**src/rtl/pipeline_hazard_ctrl.sv**
```systemverilog
// Central hazard/sequencing unit for the 5-stage pipeline: drives every pipeline
// register's write_en/clear pair and the PC enable, and keeps saturating perf counters.
module pipeline_hazard_ctrl #(
  parameter int REG_ADDR_W = 4,
  parameter int CNT_W      = 16
) (
  input  logic                  clk,
  input  logic                  rst_n,
  input  logic [REG_ADDR_W-1:0] id_Rs,
  input  logic [REG_ADDR_W-1:0] id_Rt,
  input  logic                  id_uses_Rs,
  input  logic                  id_uses_Rt,
  input  logic                  ex_MemRead,
  input  logic [REG_ADDR_W-1:0] ex_Rd,
  input  logic                  mem_redirect,
  input  logic                  mem_busy,
  input  logic                  wb_run,
  output logic                  pc_write_en,
  output logic                  if_id_write_en,
  output logic                  id_ex_write_en,
  output logic                  ex_mem_write_en,
  output logic                  mem_wb_write_en,
  output logic                  if_id_clear,
  output logic                  id_ex_clear,
  output logic                  ex_mem_clear,
  output logic                  mem_wb_clear,
  output logic                  halted,
  output logic [CNT_W-1:0]      stall_cnt,
  output logic [CNT_W-1:0]      flush_cnt,
  output logic [CNT_W-1:0]      freeze_cnt
);

  typedef enum logic [1:0] {INIT, RUN, HALTED} state_t;
  typedef enum logic [2:0] {
    ACT_IDLE, ACT_HALT, ACT_FREEZE, ACT_FLUSH, ACT_STALL, ACT_NORMAL
  } action_t;

  state_t  state;
  state_t  state_next;
  action_t action;
  logic    load_use;

  // Index 0 is an ordinary register here, so no zero-register exemption.
  assign load_use = ex_MemRead &&
                    ((id_uses_Rs && (id_Rs == ex_Rd)) ||
                     (id_uses_Rt && (id_Rt == ex_Rd)));

  function automatic logic [CNT_W-1:0] sat_inc(input logic [CNT_W-1:0] v);
    return (&v) ? v : v + CNT_W'(1);
  endfunction

  always_ff @(posedge clk or negedge rst_n) begin
    if (!rst_n) state <= INIT;
    else        state <= state_next;
  end

  always_comb begin
    state_next      = state;
    action          = ACT_IDLE;
    pc_write_en     = 1'b0;
    if_id_write_en  = 1'b0;
    id_ex_write_en  = 1'b0;
    ex_mem_write_en = 1'b0;
    mem_wb_write_en = 1'b0;
    if_id_clear     = 1'b0;
    id_ex_clear     = 1'b0;
    ex_mem_clear    = 1'b0;
    mem_wb_clear    = 1'b0;
    halted          = 1'b0;

    case (state)
      INIT: begin
        if_id_clear  = 1'b1;
        id_ex_clear  = 1'b1;
        ex_mem_clear = 1'b1;
        mem_wb_clear = 1'b1;
        state_next   = RUN;
      end

      RUN: begin
        if (!wb_run) begin
          action     = ACT_HALT;
          state_next = HALTED;
        end else if (mem_busy) begin
          action = ACT_FREEZE;
        end else if (mem_redirect) begin
          // MEM/WB keeps loading so the transferring instruction still retires.
          action          = ACT_FLUSH;
          pc_write_en     = 1'b1;
          if_id_write_en  = 1'b1;
          id_ex_write_en  = 1'b1;
          ex_mem_write_en = 1'b1;
          mem_wb_write_en = 1'b1;
          if_id_clear     = 1'b1;
          id_ex_clear     = 1'b1;
          ex_mem_clear    = 1'b1;
        end else if (load_use) begin
          action          = ACT_STALL;
          id_ex_write_en  = 1'b1;
          id_ex_clear     = 1'b1;
          ex_mem_write_en = 1'b1;
          mem_wb_write_en = 1'b1;
        end else begin
          action          = ACT_NORMAL;
          pc_write_en     = 1'b1;
          if_id_write_en  = 1'b1;
          id_ex_write_en  = 1'b1;
          ex_mem_write_en = 1'b1;
          mem_wb_write_en = 1'b1;
        end
      end

      HALTED: halted = 1'b1;

      default: state_next = INIT;
    endcase
  end

  always_ff @(posedge clk or negedge rst_n) begin
    if (!rst_n) begin
      stall_cnt  <= '0;
      flush_cnt  <= '0;
      freeze_cnt <= '0;
    end else begin
      if (action == ACT_STALL)  stall_cnt  <= sat_inc(stall_cnt);
      if (action == ACT_FLUSH)  flush_cnt  <= sat_inc(flush_cnt);
      if (action == ACT_FREEZE) freeze_cnt <= sat_inc(freeze_cnt);
    end
  end

endmodule

```
**config.mk**
```make
export PLATFORM = sky130hd
export DESIGN_NAME = pipeline_hazard_ctrl
export DESIGN_NICKNAME = d
export VERILOG_FILES = /design/src/rtl/pipeline_hazard_ctrl.sv
export SDC_FILE = /design/constraint.sdc
export NUM_CORES = 1
export LEC_CHECK = 0
export CORE_AREA = 2 2 78 80
export DETAILED_ROUTE_END_ITERATION = 10
export DIE_AREA = 0 0 80 82
export PLACE_DENSITY = 0.86
export SYNTH_ARGS = -nofsm -noshare
export SYNTH_HDL_FRONTEND = slang
export SYNTH_SLANG_ARGS = --single-unit
```
**constraint.sdc**
```tcl
create_clock -name clk -period 4.4 [get_ports clk]
set_input_delay 0.44 -clock clk [delete_from_list [all_inputs] [get_ports clk]]
set_output_delay 0.44 -clock clk [all_outputs]
set_load 0.005 [all_outputs]
```
Word-level counts from Yosys, hierarchy flattened --
Index checks and enable logic that the tools add are counted.
Word-level totals: bits of input ports 20, RAM bits 0, register bits 50, latch bits 0, logic and storage cells 57, memory bits (read-only) 0, memories kept 0
Cells by class: div/mod/pow operators 0, reduce and logical (&&, ||, !) cells 12, bitwise gates (word level) 4, magnitude comparators 0, multiply operators 0, equality and inequality tests 8, multiplexer cells 26, shift-type cells 0, $add $sub $neg 3
Operator list (number):
- adder 16 x 1 -> 16 bit, second input constant | 3
- AND reduction 16 bit | 3
- 2-to-1 mux 1 bit | 18
- 2-to-1 mux 3 bit | 4
- == test 4 bit | 2
- AND reduction 2 bit | 4
- == test 3 x 2 -> 1 bit, second input constant | 2
- one-hot mux 2 bit (3 select lines) | 1
- inverter 1 bit | 4
- one-hot mux 1 bit (2 select lines) | 2
- == test 3 bit, second input constant | 1
- logical AND 1 bit | 3
- == test 2 x 1 -> 1 bit, second input constant | 1
- == test 2 bit, second input constant | 1
- zero test 2 bit | 1
- 2-to-1 mux 2 bit | 1
- inequality test 2 bit, second input constant | 1
- logical OR 1 bit | 1

Logic depth before layout (Yosys ltp) --
word-level depth 11, mapped depth 8

Worst setup path after synthesis --
No wires, ideal clock.
path type input -> output, start input port id_Rt[0], end output port pc_write_en, arrival time 1702 ps, stages 7, path slack 2258 ps, cells stage by stage xor2_1 nor3_1 a41oi_1 clkbuf_1 nor2_1 nor2_1 buf_4
Between the ends: word-level cells in the longest chain between the ends 9
RTL lines:
- start, declared | line 10 | input logic [REG_ADDR_W-1:0] id_Rt,
- == test 4 bit | line 46 | (id_uses_Rt && (id_Rt == ex_Rd)));
- logical AND 1 bit | line 46
- logical OR 1 bit | line 45 | ((id_uses_Rs && (id_Rs == ex_Rd)) ||
- logical AND 1 bit | line 44 | assign load_use = ex_MemRead &&
- 2-to-1 mux 1 bit (5 in a row)
- end, declared | line 18 | output logic pc_write_en,
Every way passes these cells.

Worst setup path after layout --
start input port ex_Rd[3], end output port if_id_write_en
Between the ends: word-level cells in the longest chain between the ends 9, elaborated cells between the ends (all ways) 11, classes of those cells eq/ne (2); mux (5); reduce/logical (4)
RTL lines:
- start, declared | line 14 | input logic [REG_ADDR_W-1:0] ex_Rd,
- == test 4 bit, on equally long branches | line 45, 46
- logical AND 1 bit, on equally long branches | line 45, 46
- logical OR 1 bit (*) | line 45
- logical AND 1 bit (*) | line 44
- 2-to-1 mux 1 bit (*) | line 97 | end else if (load_use) begin
- 2-to-1 mux 1 bit (*) | line 86 | end else if (mem_redirect) begin
- 2-to-1 mux 1 bit (*) | line 84 | end else if (mem_busy) begin
- 2-to-1 mux 1 bit (*) | line 81 | if (!wb_run) begin
- 2-to-1 mux 1 bit (*) | line 71 | case (state)
- end, declared | line 19 | output logic if_id_write_en,
Mark *: on every way between the ends. The rest lies on a longest branch, timed or not.

==> qor.yml <==
outcome: "complete, no violations"
die_y_um: 82
ys_seq_area_frac: 0.4990
num_vias: 2014
min_path_type: "in -> async"
avgSynthCellArea_um2: 10.45
clockBufferDepth: 2
synth_top_family_by_area: "simple AND/OR/NAND/NOR gates"
synthToLayoutAreaGrowth_pct: 37.18
postRouteWirelength_um: 5217
detail_route.first_pass.iterations: 4
cts-htree-levels: 2
post_cts_buffers: 0
synthesis.nets: 263
met3RoutedLength_um: 233
place_congestion: 0.8604
dp_hpwl_um: 3980
period_share: 0.6793
grt_pass1_wl_um: 8424
syn_inst: 240
synth_top_area_cell: "dfrtp_1"
slew_viol_final: 0
num_rows: 28
grt_overflow_total: 0
timing.final.ws_setup_ns: 1.411
grt_usage: 0.1612
grt_max_degree: 51
cts-root-buf: "clkbuf_8"
drt-vias-per-instance: 5.086
synthMuxAreaShare: 0.02246
ctsHoldBuffers: 0
reg2reg_setup_slack_ns: 2.29
rsz0062_at_grt: "no"
io_buffer_count: 77
fin_nets: 343
finalWorstPathRequiredPeriod_ns: 2.989
whs_ns: 0.3422
nFillCells: 483
synth_xor_area_frac: 0.1677
hold_viol_final: 0
start_kind: "input port"
end_kind: "primary output"
top_layer: "met4"
r2r_start: "state[1]$_DFFE_PN0P_"
power_density_nw_per_um2: 322.9
met2_length_um: 2632
initial_utilization: 0.4364
synthSimpleGateAreaFrac: 0.2570
skew_ns: 0.01025
finish.utilization: 0.5987
drtIter0Drc: 106
synth_top_area_share: 0.4990
die_w_um: 80
yosys-top-cells-area: "dfrtp_1, xor2_1, xnor2_1, nand3_1, nand2_1"
clk_pin_slew_ns: 0.09
synth_compound_area_frac: 0.01796
finalInstanceArea_um2: 3440
worstRegToRegCells: 6
layout-drive-gt1-share: 0.08100
ys_ff_latch: 50
syn-cell-area_um2: 2507
worst-slew-pin-transition_ns: 1.063
setup_tns_ns: 0
synthDistinctLibCells: 36
ir_worst_vdd_uv: 191.8
yosysWarningCount: 0
antenna_found_initial: 0
ctsResizeCount: 0
cts_buffers: 5
worstSkewPairLatency_ns: 0.29
clkSinkCount: 50
postPlaceCellArea_um2: 3337
rr_endpoint: "stall_cnt[14]$_DFFE_PN0P_"
avgRoutedWirePerCell_um: 13.17
post-place-ws_ns: 1.011
clock.fmax_mhz: 334.6
synth_adder_area_share: 0.01497
antennaDiodeCount: 0
leakage_nw: 1.495
io_pins: 78
setup_viol: 0
grt_pass1_vias: 1901
critPathMaxFanout: 9
routedLengthMet1_um: 2311
antenna_left: 0
slew_headroom: 0.2910
worstPathRequired_ns: 3.96
cp.arrival_ns: 2.55
drc_errors: 0
die-area_um2: 6560
cts_tree: "built"
crit_type: "in -> out"
max_cap_violations: 0
core_area_um2: 5746
[flip-flops by register name (all words and copies together) (netlist names)]
register and flops:
stall_cnt 16, flush_cnt 16, freeze_cnt 16, state 2
[final cells by class]
cell class	instances	area, µm²	area share
clock buffers	6	82.58	0.02401
clock inverters	2	12.51	0.003638
inverters	4	15.01	0.004365
multi-input cells	180	1204	0.3499
flip-flops and latches	50	1251	0.3638
well taps	75	93.84	0.02728
repair buffers	79	780.7	0.2270
[critical path, cell delays in order]
cell             delay (ns)
clkdlybuf4s50_1        0.51
xor2_1                 0.16
nor3_1                 0.07
a41oi_1                0.61
nor2_1                 0.08
nor2_1                 0.15
clkdlybuf4s50_1        0.53
[kinds of logic after synthesis]
group / count (synthesis)
compound gates: 7
xor+xnor: 48
fa+ha+maj: 3
buf+inv: 10
flops: 50
mux: 5
simple gates: 117
[per-stage QoR]
| stage | power (mW) | cells |
|---|---|---|
| floorplan | 0.6754 | 240 |
| global placement | 0.8443 | 387 |
| detailed placement | 0.8557 | 387 |
| CTS | 1.126 | 395 |
| global route | 1.179 | 396 |
| finish | 1.111 | 396 |
[metal layers]
layer | GRT usage | vias to the layer above
met2 | 0.2825 | 59
met3 | 0.03626 | 4
li1 | - | 1000
met5 | 0 | -
met1 | 0.2068 | 951
met4 | 0.03051 | 0
[worst max path at each step]
stage	from	endpoint	slack, ns	cells after the start
after detailed placement	ex_Rd[0]	if_id_write_en	1.01	7
after global placement	ex_Rd[0]	pc_write_en	1.07	7
after global routing	ex_Rd[0]	pc_write_en	1.21	7
final	ex_Rd[3]	if_id_write_en	1.41	7
after CTS	ex_Rd[3]	if_id_write_en	1.03	7
after floorplan	id_Rt[0]	pc_write_en	2.26	7
[power by group]
| part | switching [mW] | total [mW] | internal, mW |
|---|---|---|---|
| combinational | 0.100 | 0.279 | 0.179 |
| clock | 0.142 | 0.268 | 0.126 |
| sequential | 0.0617 | 0.563 | 0.501 |
[cells in the mapped netlist]
library cell and count:
or2b_1 1, o21bai_1 1, and4bb_4 1, nor3_1 13, dfrtp_1 50, nor4b_1 1
or2_2 3, nand4b_1 1, nor2_1 17, inv_1 4, nor2_2 1, and4_1 2
nor3b_1 1, or3_1 2, ha_1 3, a21oi_1 2, nand2b_1 1, nor2b_1 1
o21ai_0 1, nor4_1 8, nand3_1 21, and3_1 9, and4bb_2 1, xnor2_1 22
mux2_2 5, o21a_1 1, clkbuf_1 2, nand2_4 1, nand4_1 9, buf_4 4
or3_4 2, a41oi_1 1, nor3_2 1, a31oi_1 1, nand2_1 20, xor2_1 26
[placed cells by master (no fill, tap or decap), types with 3 or more instances in the layout]
master | Yosys | routed
mux2_2 | 5 | 5
clkbuf_8 | 0 | 6
nand2_1 | 20 | 20
nand4_1 | 9 | 9
nand3_1 | 21 | 21
xor2_1 | 26 | 26
nor4_1 | 8 | 8
nor2_1 | 17 | 17
inv_1 | 4 | 4
dfrtp_1 | 50 | 50
or2_2 | 3 | 3
xnor2_1 | 22 | 22
clkdlybuf4s50_1 | 0 | 76
ha_1 | 3 | 3
and3_1 | 9 | 9
nor3_1 | 13 | 13
Note: power is estimated with default switching activity, not from simulation.
